===== src/rtl/conv_ctrl_pkg.sv =====
// conv_ctrl_pkg: shared state encoding and tiling defaults for the conv layer controllers
package conv_ctrl_pkg;
  localparam int OFM_SIZE_DEF = 32;
  localparam int TILE_W_DEF = 16;
  localparam logic [3:0] S_IDLE = 4'd0;
  localparam logic [3:0] S_WGT_REQ = 4'd1;
  localparam logic [3:0] S_WGT_WAIT = 4'd2;
  localparam logic [3:0] S_FETCH_REQ = 4'd3;
  localparam logic [3:0] S_FETCH_WAIT = 4'd4;
  localparam logic [3:0] S_COMP_HOLD = 4'd5;
  localparam logic [3:0] S_COMP_REQ = 4'd6;
  localparam logic [3:0] S_COMP_WAIT = 4'd7;
  localparam logic [3:0] S_DRAIN = 4'd8;
  localparam logic [3:0] S_DONE = 4'd9;
  function automatic int num_tiles(input int ofm_size, input int tile_w);
    return ofm_size * ofm_size / tile_w;
  endfunction
endpackage


===== src/rtl/pulse_edge_det.sv =====
// pulse_edge_det: armed falling-edge detector; fall only counts after sig was seen high while enabled
module pulse_edge_det (
  input  logic clk,
  input  logic rst_n,
  input  logic clr,
  input  logic en,
  input  logic sig,
  output logic fall
);
  logic armed;
  always_ff @(posedge clk or negedge rst_n)
    if (!rst_n) armed <= 1'b0;
    else if (clr) armed <= 1'b0;
    else if (en && sig) armed <= 1'b1;
  assign fall = en && armed && !sig;
endmodule


===== src/rtl/conv_tile_scheduler.sv =====
// conv_tile_scheduler: per-layer sequencer; weight load, then fetch/compute/writeback per output tile
module conv_tile_scheduler
  import conv_ctrl_pkg::*;
#(
  parameter int OFM_SIZE = OFM_SIZE_DEF,
  parameter int TILE_W = TILE_W_DEF,
  parameter int ADDR_WIDTH = 19,
  parameter int TILE_CNT_W = 7
) (
  input  logic                  clk,
  input  logic                  rst_n,
  input  logic                  start,
  output logic                  busy,
  output logic                  done,
  output logic                  wgt_load,
  input  logic                  wgt_done,
  output logic                  ifm_load,
  input  logic                  ifm_addr_valid,
  output logic                  sa_start,
  input  logic                  sa_done,
  output logic                  wb_start,
  input  logic                  wb_done,
  output logic [ADDR_WIDTH-1:0] ofm_base_addr,
  output logic [TILE_CNT_W-1:0] tile_idx
);
  localparam int NT = num_tiles(OFM_SIZE, TILE_W);
  localparam logic [TILE_CNT_W-1:0] LAST = TILE_CNT_W'(NT - 1);
  localparam logic [ADDR_WIDTH-1:0] STEP = ADDR_WIDTH'(TILE_W);
  logic [3:0] state;
  logic wb_pending, fetch_done, buf_free;
  logic [ADDR_WIDTH-1:0] next_base;
  // a writeback finishing this very cycle frees the buffer without an extra stall
  assign buf_free = !wb_pending || wb_done;
  pulse_edge_det u_fetch_det (
    .clk(clk),
    .rst_n(rst_n),
    .clr(state == S_FETCH_REQ),
    .en(state == S_FETCH_WAIT),
    .sig(ifm_addr_valid),
    .fall(fetch_done)
  );
  always_ff @(posedge clk or negedge rst_n)
    if (!rst_n) begin
      state <= S_IDLE;
      busy <= 1'b0;
      done <= 1'b0;
      wgt_load <= 1'b0;
      ifm_load <= 1'b0;
      sa_start <= 1'b0;
      wb_start <= 1'b0;
      wb_pending <= 1'b0;
      ofm_base_addr <= '0;
      next_base <= '0;
      tile_idx <= '0;
    end else begin
      wgt_load <= 1'b0;
      ifm_load <= 1'b0;
      sa_start <= 1'b0;
      wb_start <= 1'b0;
      done <= 1'b0;
      if (wb_done) wb_pending <= 1'b0;
      case (state)
        S_IDLE:
          if (start) begin
            state <= S_WGT_REQ;
            busy <= 1'b1;
            tile_idx <= '0;
            next_base <= '0;
            wgt_load <= 1'b1;
          end
        S_WGT_REQ: state <= S_WGT_WAIT;
        S_WGT_WAIT:
          if (wgt_done) begin
            state <= S_FETCH_REQ;
            ifm_load <= 1'b1;
          end
        S_FETCH_REQ: state <= S_FETCH_WAIT;
        S_FETCH_WAIT: if (fetch_done) state <= S_COMP_HOLD;
        S_COMP_HOLD:
          if (buf_free) begin
            state <= S_COMP_REQ;
            sa_start <= 1'b1;
          end
        S_COMP_REQ: state <= S_COMP_WAIT;
        S_COMP_WAIT:
          if (sa_done) begin
            wb_start <= 1'b1;
            wb_pending <= 1'b1;
            ofm_base_addr <= next_base;
            next_base <= next_base + STEP;
            if (tile_idx == LAST) state <= S_DRAIN;
            else begin
              tile_idx <= tile_idx + 1'b1;
              state <= S_FETCH_REQ;
              ifm_load <= 1'b1;
            end
          end
        S_DRAIN: if (buf_free) state <= S_DONE;
        S_DONE: begin
          done <= 1'b1;
          busy <= 1'b0;
          state <= S_IDLE;
        end
        default: state <= S_IDLE;
      endcase
    end
endmodule


===== config.mk =====
export PLATFORM = sky130hd
export DESIGN_NAME = conv_tile_scheduler
export DESIGN_NICKNAME = d
export VERILOG_FILES = /design/src/rtl/conv_ctrl_pkg.sv /design/src/rtl/pulse_edge_det.sv /design/src/rtl/conv_tile_scheduler.sv
export SDC_FILE = /design/constraint.sdc
export NUM_CORES = 1
export LEC_CHECK = 0
export CAP_MARGIN = 20
export CORE_ASPECT_RATIO = 1.4
export CORE_UTILIZATION = 35
export DETAILED_ROUTE_END_ITERATION = 6
export SETUP_SLACK_MARGIN = 0.5
export SYNTH_ARGS = -nofsm -noshare
export SYNTH_HDL_FRONTEND = slang
export SYNTH_SLANG_ARGS = --single-unit

===== constraint.sdc =====
create_clock -name clk -period 4.01 [get_ports clk]
set_clock_uncertainty 0.2 [all_clocks]
set_input_delay 0.802 -clock clk [delete_from_list [all_inputs] [get_ports clk]]
set_output_delay 0.802 -clock clk [all_outputs]
set_load 0.1 [all_outputs]

# Yosys cells after proc, flatten, opt, wreduce, memory -nomap -nowiden
# Index checks and enable logic that the tools add are counted.
dict set report word_totals {
  register_bits 57
  input_bits 7
  output_inout_bits 32
  word_cells 79
}
dict set report classes {
  n_addsub 2
  eq_ne 17
  mux 33
  reduce_logical 15
}
# operator count
set op_table {}
lappend op_table {{19-bit two-way mux} 2}
lappend op_table {{19-bit one-hot mux with 2 select lines} 1}
lappend op_table {{4-bit one-hot mux with 9 select lines} 1}
lappend op_table {{4-bit two-way mux} 7}
lappend op_table {{7-bit two-way mux} 3}
lappend op_table {{19-bit by 5-bit adder with 19-bit output, second input constant} 1}
lappend op_table {{4-bit by 3-bit == test with 1-bit output, second input constant} 4}
lappend op_table {{1-bit two-way mux} 16}
lappend op_table {{2-bit inequality test, second input constant} 7}
lappend op_table {{7-bit one-hot mux with 2 select lines} 1}
lappend op_table {{4-bit by 2-bit == test with 1-bit output, second input constant} 2}
lappend op_table {{4-bit == test, second input constant} 2}
lappend op_table {{7-bit by 1-bit adder with 7-bit output, second input constant} 1}
lappend op_table {{7-bit by 6-bit == test with 1-bit output, second input constant} 1}
lappend op_table {{6-bit AND reduction} 1}
lappend op_table {{2-bit nonzero test} 3}
lappend op_table {{4-bit by 1-bit == test with 1-bit output, second input constant} 1}
lappend op_table {{4-bit zero test} 1}
lappend op_table {{1-bit one-hot mux with 2 select lines} 2}
lappend op_table {{2-bit AND reduction} 2}
lappend op_table {{4-bit AND reduction} 1}
lappend op_table {{1-bit logical AND} 3}
lappend op_table {{3-bit AND reduction} 1}
lappend op_table {{1-bit zero test} 2}
lappend op_table {{1-bit logical OR} 1}

# Depth between registers and ports, before layout
# Gate-level depths: netlist (run 1).
dict set report logic_depth {
  word_depth 5
  ltp_mapped 6
  ltp_nobuf 5
}

# Hierarchy
# A second synthesis (run 1) with hierarchy kept.
dict set report unflattened {
  cells_unflattened 252
  area_unflattened_um2 2357.3
}
# module instances cells_per_inst area_per_inst_um2 seq_area_each_um2
set by_module_without_submodules {}
lappend by_module_without_submodules {conv_tile_scheduler 1 247 2316.0 1201.2}
lappend by_module_without_submodules {pulse_edge_det 1 5 41.3 25.0}

# Worst setup path after synthesis (run 1)
# No wires, ideal clock.
dict set report synth_timing {
  kind {flip-flop to flip-flop}
  start {reg tile_idx[0]}
  end {reg tile_idx[2]}
  setup_ns 0.079
  arrival_ns 2.121
  required_time_ns 3.731
  slack_ns 1.610
  path_stages_with_launch 6
  n_path_buf 0
  period_less_slack_ns 2.400
  cell_sequence {dfrtp_1 -> ha_1 -> nand4_1 -> o21ai_1 -> a2111oi_0 -> mux2i_1}
}
dict set report synth_between {
  elab_chain_len 4
  word_cells_on_any_way 7
  cone_classes {add/sub: 1; eq/ne: 2; mux: 3; reduce/logical: 1}
}
# item line_no
set synth_lines {}
lappend synth_lines {{start: declaration} conv_tile_scheduler.sv:24} ;# output logic [TILE_CNT_W-1:0] tile_idx
lappend synth_lines {{start signal: assignment} conv_tile_scheduler.sv:93} ;# tile_idx <= tile_idx + 1'b1;
lappend synth_lines {{7-bit by 1-bit adder with 7-bit output} conv_tile_scheduler.sv:93}
lappend synth_lines {{7-bit two-way mux} conv_tile_scheduler.sv:91} ;# if (tile_idx == LAST) state <= S_DRAIN;
lappend synth_lines {{7-bit two-way mux} conv_tile_scheduler.sv:86} ;# if (sa_done) begin
lappend synth_lines {{7-bit one-hot mux with 2 select lines} conv_tile_scheduler.sv:62} ;# case (state)
# Parallel ways exist; a longest one is shown, timed or not. The select of a mux whose other input is x is not followed.
# A chain may end at the register's enable or synchronous reset.

# Worst setup path after layout (run 1)
dict set report layout_timing {
  start {reg tile_idx[3]}
  end {out tile_idx[3]}
}
# No word-level cell between the ends.

==> results of run 1 <==
==> cell families (layout without fill, tap and decap cells) <==
| family | after synthesis | count (layout) |
|---|---|---|
| buf+inv | 21 | 52 |
| flops | 49 | 49 |
| fa+ha+maj | 2 | 2 |
| mux | 4 | 4 |
| compound gates | 54 | 54 |
| other cells | 1 | 4 |
| simple gates | 116 | 116 |
| xor+xnor | 4 | 4 |
==> cell usage in the layout (no fill, tap or decap), types with 4 or more instances in the layout <==
| master | synthesis | layout |
|---|---|---|
| nor2_1 | 9 | 9 |
| nand2b_1 | 7 | 7 |
| xor2_1 | 4 | 4 |
| clkdlybuf4s50_1 | 0 | 33 |
| nand2_1 | 58 | 58 |
| dfrtp_1 | 49 | 49 |
| nand3_1 | 9 | 9 |
| o21ai_0 | 14 | 14 |
| a2111oi_0 | 4 | 4 |
| conb_1 | 1 | 4 |
| inv_1 | 7 | 7 |
| a21oi_1 | 15 | 15 |
| or3_1 | 7 | 7 |
| clkbuf_8 | 0 | 6 |
| mux2i_1 | 4 | 4 |
==> metal layers <==
layer  global-route usage [%]  wire [µm]
met1                     19.7       2300
met2                     26.5       2710
met3                     2.84        116
met4                     6.18         67
met5                        0          0
==> flip-flops by register name, summed over array words and instances (netlist names) <==
signal / cells
next_base: 15
ofm_base_addr: 15
tile_idx: 7
state: 4
busy: 1
done: 1
ifm_load: 1
sa_start: 1
u_fetch_det.armed: 1
wb_pending: 1
wb_start: 1
wgt_load: 1
==> power groups by stage <==
stage	Combinational [µW]	Clock, µW	Sequential (µW)
3_5_place_dp	931	0	740
4_1_cts	932	377	732
6_report	925	365	734
2_1_floorplan	313	0	1130
5_1_grt	979	396	756
3_3_place_gp	925	0	743
==> final cells by class <==
cell class / instances / area [µm²]
timing repair buffer: 36 / 350
fill: 662 / 3700
inverter: 8 / 30.0
sequential: 49 / 1230
clock inverter: 1 / 30.0
clock buffer: 7 / 86.3
tap: 74 / 92.6
multi-input combinational: 184 / 1050
==> metrics by stage <==
| step | power [µW] | instance area (µm²) |
|---|---|---|
| after detailed placement | 1670 | 2750 |
| after global placement | 1670 | 2750 |
| final | 2020 | 2870 |
| after floorplan | 1440 | 2370 |
| after CTS | 2040 | 2870 |
| after global routing | 2130 | 2870 |
==> how the worst max path moves through the flow <==
| stage | from | to | slack, ns | depth (start not counted) |
|---|---|---|---|---|
| floorplan | tile_idx[0] | tile_idx[2] | 1.61 | 5 |
| global placement | start | busy | 0.99 | 6 |
| detailed placement | start | next_base[8] | 0.98 | 5 |
| CTS | tile_idx[3] | tile_idx[3] | 1.04 | 1 |
| global route | tile_idx[2] | tile_idx[2] | 1.00 | 1 |
| finish | tile_idx[3] | tile_idx[3] | 1.05 | 1 |
==> flow_summary_export.csv, run 1 <==
group,metric,value,unit
outcome,outcome,"finished clean",
drt,first_pass_iters,4,
placement,place_hpwl,3570,µm
floorplanning,die_h,99.2,µm
hold_path,hp-class,"in -> async",
placement,preCtsSetupSlack,0.977,ns
layout,syn_to_final_growth,21.2,%
worst_setup_path,cp.arrival,1.95,ns
clock_tree,postCtsHoldBufs,0,
layout,antenna_cells,0,
worst_setup_path,cp.buffers_inverters,1,
sta,max-slew-margin-rel,34.6,%
worst_setup_path,r2r-start,"state[3]",
clock_tree,h-tree-depth,2,
global_route,grt_max_degree,29,
floorplanning,ios,39,
clock_tree,cts-resized-gates,0,
power,vdd_drop_max,0.477,mV
run,drv_cap,0,
sta,final.setup.worst_slack,1.05,ns
worst_setup_path,r2r_slack,1.48,ns
drt,dr.first_iter.drc_count,118,
yosys,synth_xor_area_share,1.48,%
global_route,grt_usage,15.7,%
layout,nets,293,
clock_tree,clk_pin_slew,0.09,ns
clock_tree,cts_inserted_buffers,5,
sta,maxClockFrequency,0.338,GHz
yosys,ys_types,47,
yosys,synth_top_family_by_area,"simple AND/OR/NAND/NOR gates",
drt,avgRoutedWirePerCell,14.5,µm
yosys,synth_top_area_share,51.9,%
placement,place_inst,351,
worst_setup_path,r2r_end,"ifm_load",
yosys,yosysSeqAreaShare,51.9,%
worst_setup_path,slowest_delay,1.19,ns
yosys,synth_compound_area_share,14.7,%
worst_setup_path,worst_ep_required_time,3.01,ns
yosys,synth-adder-area-share,1.06,%
worst_setup_path,slowest_stage,"clkdlybuf4s50_1",
drt,ant_nets,0,
floorplanning,die_area,7090,µm²
clock_tree,worst_skew_pair.late_latency,0.29,ns
sta,worst_pin_slew,0.978,ns
global_route,grt_pass1_vias,1821,
clock_tree,clock_path_buffers,2,
yosys,yosys.area_share.simple,24.9,%
power,net-switching-power,992,µW
power,cellLeakagePower,0.00128,µW
clock_tree,numClockSinks,49,
yosys,synth-seq-cells,49,
drt,drcViolationCount,0,
yosys,syn_area,2360,µm²
drt,vias,1901,
yosys,syn_avg_cell_area,9.42,µm²
layout,fin_cells,359,
yosys,muxShareOfSynthArea,1.69,%
worst_setup_path,r2r_cells,6,
yosys,synth_async_sr_flop_share,100,%
sta,min_period_over_period,73.7,%
yosys,synth-edff-count,0,
worst_setup_path,cp_max_fo,7,
global_route,antenna_found_initial,0,
global_route,grt_overflow,0,
drt,routed_wl,5190,µm
power,combPwrFrac,45.7,%
power,sw_frac_of_total,49.0,%
yosys,synthTopCellsByArea,"dfrtp_1 (52%), nand2_1 (9.2%), a21oi_1 (3.2%)",
yosys,netlist_instances,251,
clock_tree,ctsRootBufferMaster,"clkbuf_8",
worst_setup_path,cp_cell_sequence,"clkdlybuf4s50_1",
drt,routed_via_density,5.30,
global_route,grt_pass1_wl,8670,µm
worst_setup_path,path_class,"reg -> out",
power,power.share.sequential,36.3,%
placement,io_buffers,34,
sta,min_period,2.96,ns
yosys,synth_largest_area_cell,"dfrtp_1",
floorplanning,core,6570,µm²
yosys,synthTopCellsByCount,"nand2_1 (58), dfrtp_1 (49), a21oi_1 (15)",
power,cellPowerDensity,707,nW/µm²
sta,rsz0062_at_grt,"false",
floorplanning,start_util,36.0,%
clock_tree,postCtsSetupRepairBufs,0,
sta,drv_slew,0,
yosys,synth.most_common_cell,"nand2_1",
worst_setup_path,start_kind,"register",
sta,final_hold_viol_count,0,
sta,holdWs,0.259,ns
placement,gp_congestion,0.945,
sta,tns,0,ns
floorplanning,fp-row-count,35,
clock_tree,cts_tree,"done",
power,clock_power_share,18.0,%
layout,layout-drive-gt1-share,5.61,%
floorplanning,die_w,71.5,µm
power,p_int,1030,µW
yosys,ys.warnings.count,0,
yosys,ys.flop_type,"dfrtp_1",
sta,finalSetupViolations,0,
layout,utilization,43.6,%
worst_setup_path,crit_family,"buffers and inverters",
worst_setup_path,endpoint_kind,"output pin",
No activity file was read; power rests on OpenSTA's default activity.
==> run 2: changes to the inputs <==
Clock period 4.01 ns to 3 ns, I/O delays scaled along.
==> run 2 against run 1 <==
Count of clock-buffer cells in the layout decreased by 2. Final area decreased by 3.4%. Sequential share of layout area increased by 1.5 points. Clock power increased by 1%. Wire length decreased by 2.3%. Sequential power increased by 33%. Worst setup slack got worse by 0.30 ns. Critical path depth increased by 4. Cell count unchanged. Register-to-register slack got worse by 0.67 ns. Combinational power increased by 31%. Via count increased by 0.32%. Critical path type is now in -> reg. Largest power group unchanged.
==> flow_summary_export.csv, run 2 (synthesized netlist as in run 1, its figures left out) <==
group,metric,value,unit
sta,min_period,2.25,ns
sta,worst_pin_slew,0.622,ns
worst_setup_path,worst_ep_required_time,3.03,ns
power,clock_power_share,14.5,%
layout,final_common_cell,"nand2_1",
global_route,grt_pass1_vias,1782,
layout,nets,295,
layout,layout-drive-gt1-share,15.8,%
power,vdd_drop_max,0.560,mV
drt,routed_via_density,5.31,
placement,io_buffers,34,
clock_tree,cts-resized-gates,0,
floorplanning,core,6570,µm²
power,combPwrFrac,47.3,%
sta,drv_slew,0,
sta,max-slew-margin-rel,58.5,%
clock_tree,h-tree-depth,2,
power,cellLeakagePower,0.00132,µW
clock_tree,cts_inserted_buffers,5,
floorplanning,ios,39,
run,drv_cap,0,
sta,rsz0062_at_grt,"false",
layout,antenna_cells,0,
floorplanning,start_util,36.0,%
sta,min_period_over_period,74.9,%
global_route,antenna_found_initial,0,
global_route,grt_pass1_wl,8360,µm
clock_tree,numClockSinks,49,
global_route,met3_usage,2.43,%
global_route,grt_overflow,0,
power,cellPowerDensity,923,nW/µm²
clock_tree,worst_skew_pair.late_latency,0.30,ns
clock_tree,postCtsSetupRepairBufs,0,
floorplanning,die_w,71.5,µm
drt,drcViolationCount,0,
drt,vias,1907,
clock_tree,postCtsHoldBufs,0,
sta,final_hold_viol_count,0,
drt,first_pass_iters,4,
clock_tree,clock_path_buffers,2,
global_route,met2_usage,26.3,%
floorplanning,die_area,7090,µm²
worst_setup_path,path_class,"in -> reg",
clock_tree,clk_pin_slew,0.09,ns
placement,place_hpwl,3510,µm
global_route,grt_max_degree,50,
sta,tns,0,ns
clock_tree,cts_tree,"done",
worst_setup_path,cp.arrival,2.28,ns
sta,holdWs,0.182,ns
power,sw_frac_of_total,51.5,%
global_route,grt_use_met1,17.7,%
sta,finalSetupViolations,0,
worst_setup_path,start_kind,"input port",
worst_setup_path,r2r_cells,4,
drt,ant_nets,0,
floorplanning,die_h,99.2,µm
power,power.share.sequential,38.2,%
layout,top_regs,"next_base (15), ofm_base_addr (15), tile_idx (7)",
worst_setup_path,endpoint_kind,"register",
sta,maxClockFrequency,0.445,GHz
floorplanning,fp-row-count,35,
outcome,outcome,"finished clean",
drt,dr.first_iter.drc_count,59,
layout,final_cell_mix,"nand2_1 (58), dfrtp_1 (49), buf_4 (32)",
clock_tree,ctsRootBufferMaster,"clkbuf_8",
power,net-switching-power,1320,µW
worst_setup_path,r2r_slack,0.81,ns
power,p_int,1240,µW
hold_path,hp-class,"in -> async",
worst_setup_path,cp_max_fo,9,
global_route,top_usage_layer,"met2",
layout,syn_to_final_growth,17.1,%
global_route,grt_usage,15.1,%
drt,routed_wl,5070,µm
placement,gp_congestion,0.902,
drt,avgRoutedWirePerCell,14.1,µm
## run 2: cell types whose count changed in the layout (fill, tap and decap cells not counted), sizes merged
| cell | change |
|---|---|
| buf | +30 |
| clkdlybuf4s50 | -28 |
| clkbuf | -2 |
| bufinv | -1 |
| clkinv | +1 |
## run 2: worst paths after layout
| path | from | endpoint |
|---|---|---|
| max | start | next_base[16] |
| min | rst_n | wgt_load |
| max reg2reg | state[0] | tile_idx[4] |
| min reg2reg | ofm_base_addr[9] | ofm_base_addr[9] |
| max in group asynchronous | rst_n | ofm_base_addr[7] |
| min in group clk | ofm_base_addr[9] | ofm_base_addr[9] |
## run 2: per-stage QoR
stage          area (µm²)  utilization [%]  worst slack, ns  std cells  power [µW]
3_3_place_gp         2690             41.0            0.466        353        2200
5_1_grt              2770             42.1            0.571        359        2700
2_1_floorplan        2370                -            0.600        254        1930
3_5_place_dp         2690             41.0            0.411        353        2210
6_report             2770             42.1            0.754        359        2560
4_1_cts              2770             42.1            0.723        359        2580
## run 2: layout make-up
| type | instances | area, µm² |
|---|---|---|
| well taps | 74 | 92.6 |
| flip-flops and latches | 49 | 1230 |
| clock buffers | 5 | 68.8 |
| inverters | 8 | 30.0 |
| repair buffers | 38 | 295 |
| fillers | 662 | 3800 |
| clock inverters | 1 | 5.00 |
| multi-input cells | 184 | 1050 |
## run 2: per-layer routing
metal | share of wire (%) | vias to the layer above
li1 | - | 942
met5 | 0 | -
met3 | 2.4 | 12
met1 | 44 | 920
met4 | 2.8 | 0
met2 | 51 | 33
## run 2: critical path: stages
cell             delay, ns
clkdlybuf4s50_1       0.51
nor4b_4               0.39
o21ai_2               0.20
or4_1                 0.43
a21oi_1               0.15
## run 2: power groups by stage
stage / clock, µW / sequential [µW] / combinational, µW
6_report: 370 / 977 / 1210
5_1_grt: 404 / 1000 / 1290
4_1_cts: 380 / 974 / 1220
3_5_place_dp: 0 / 985 / 1220
3_3_place_gp: 0 / 985 / 1210
2_1_floorplan: 0 / 1510 / 419
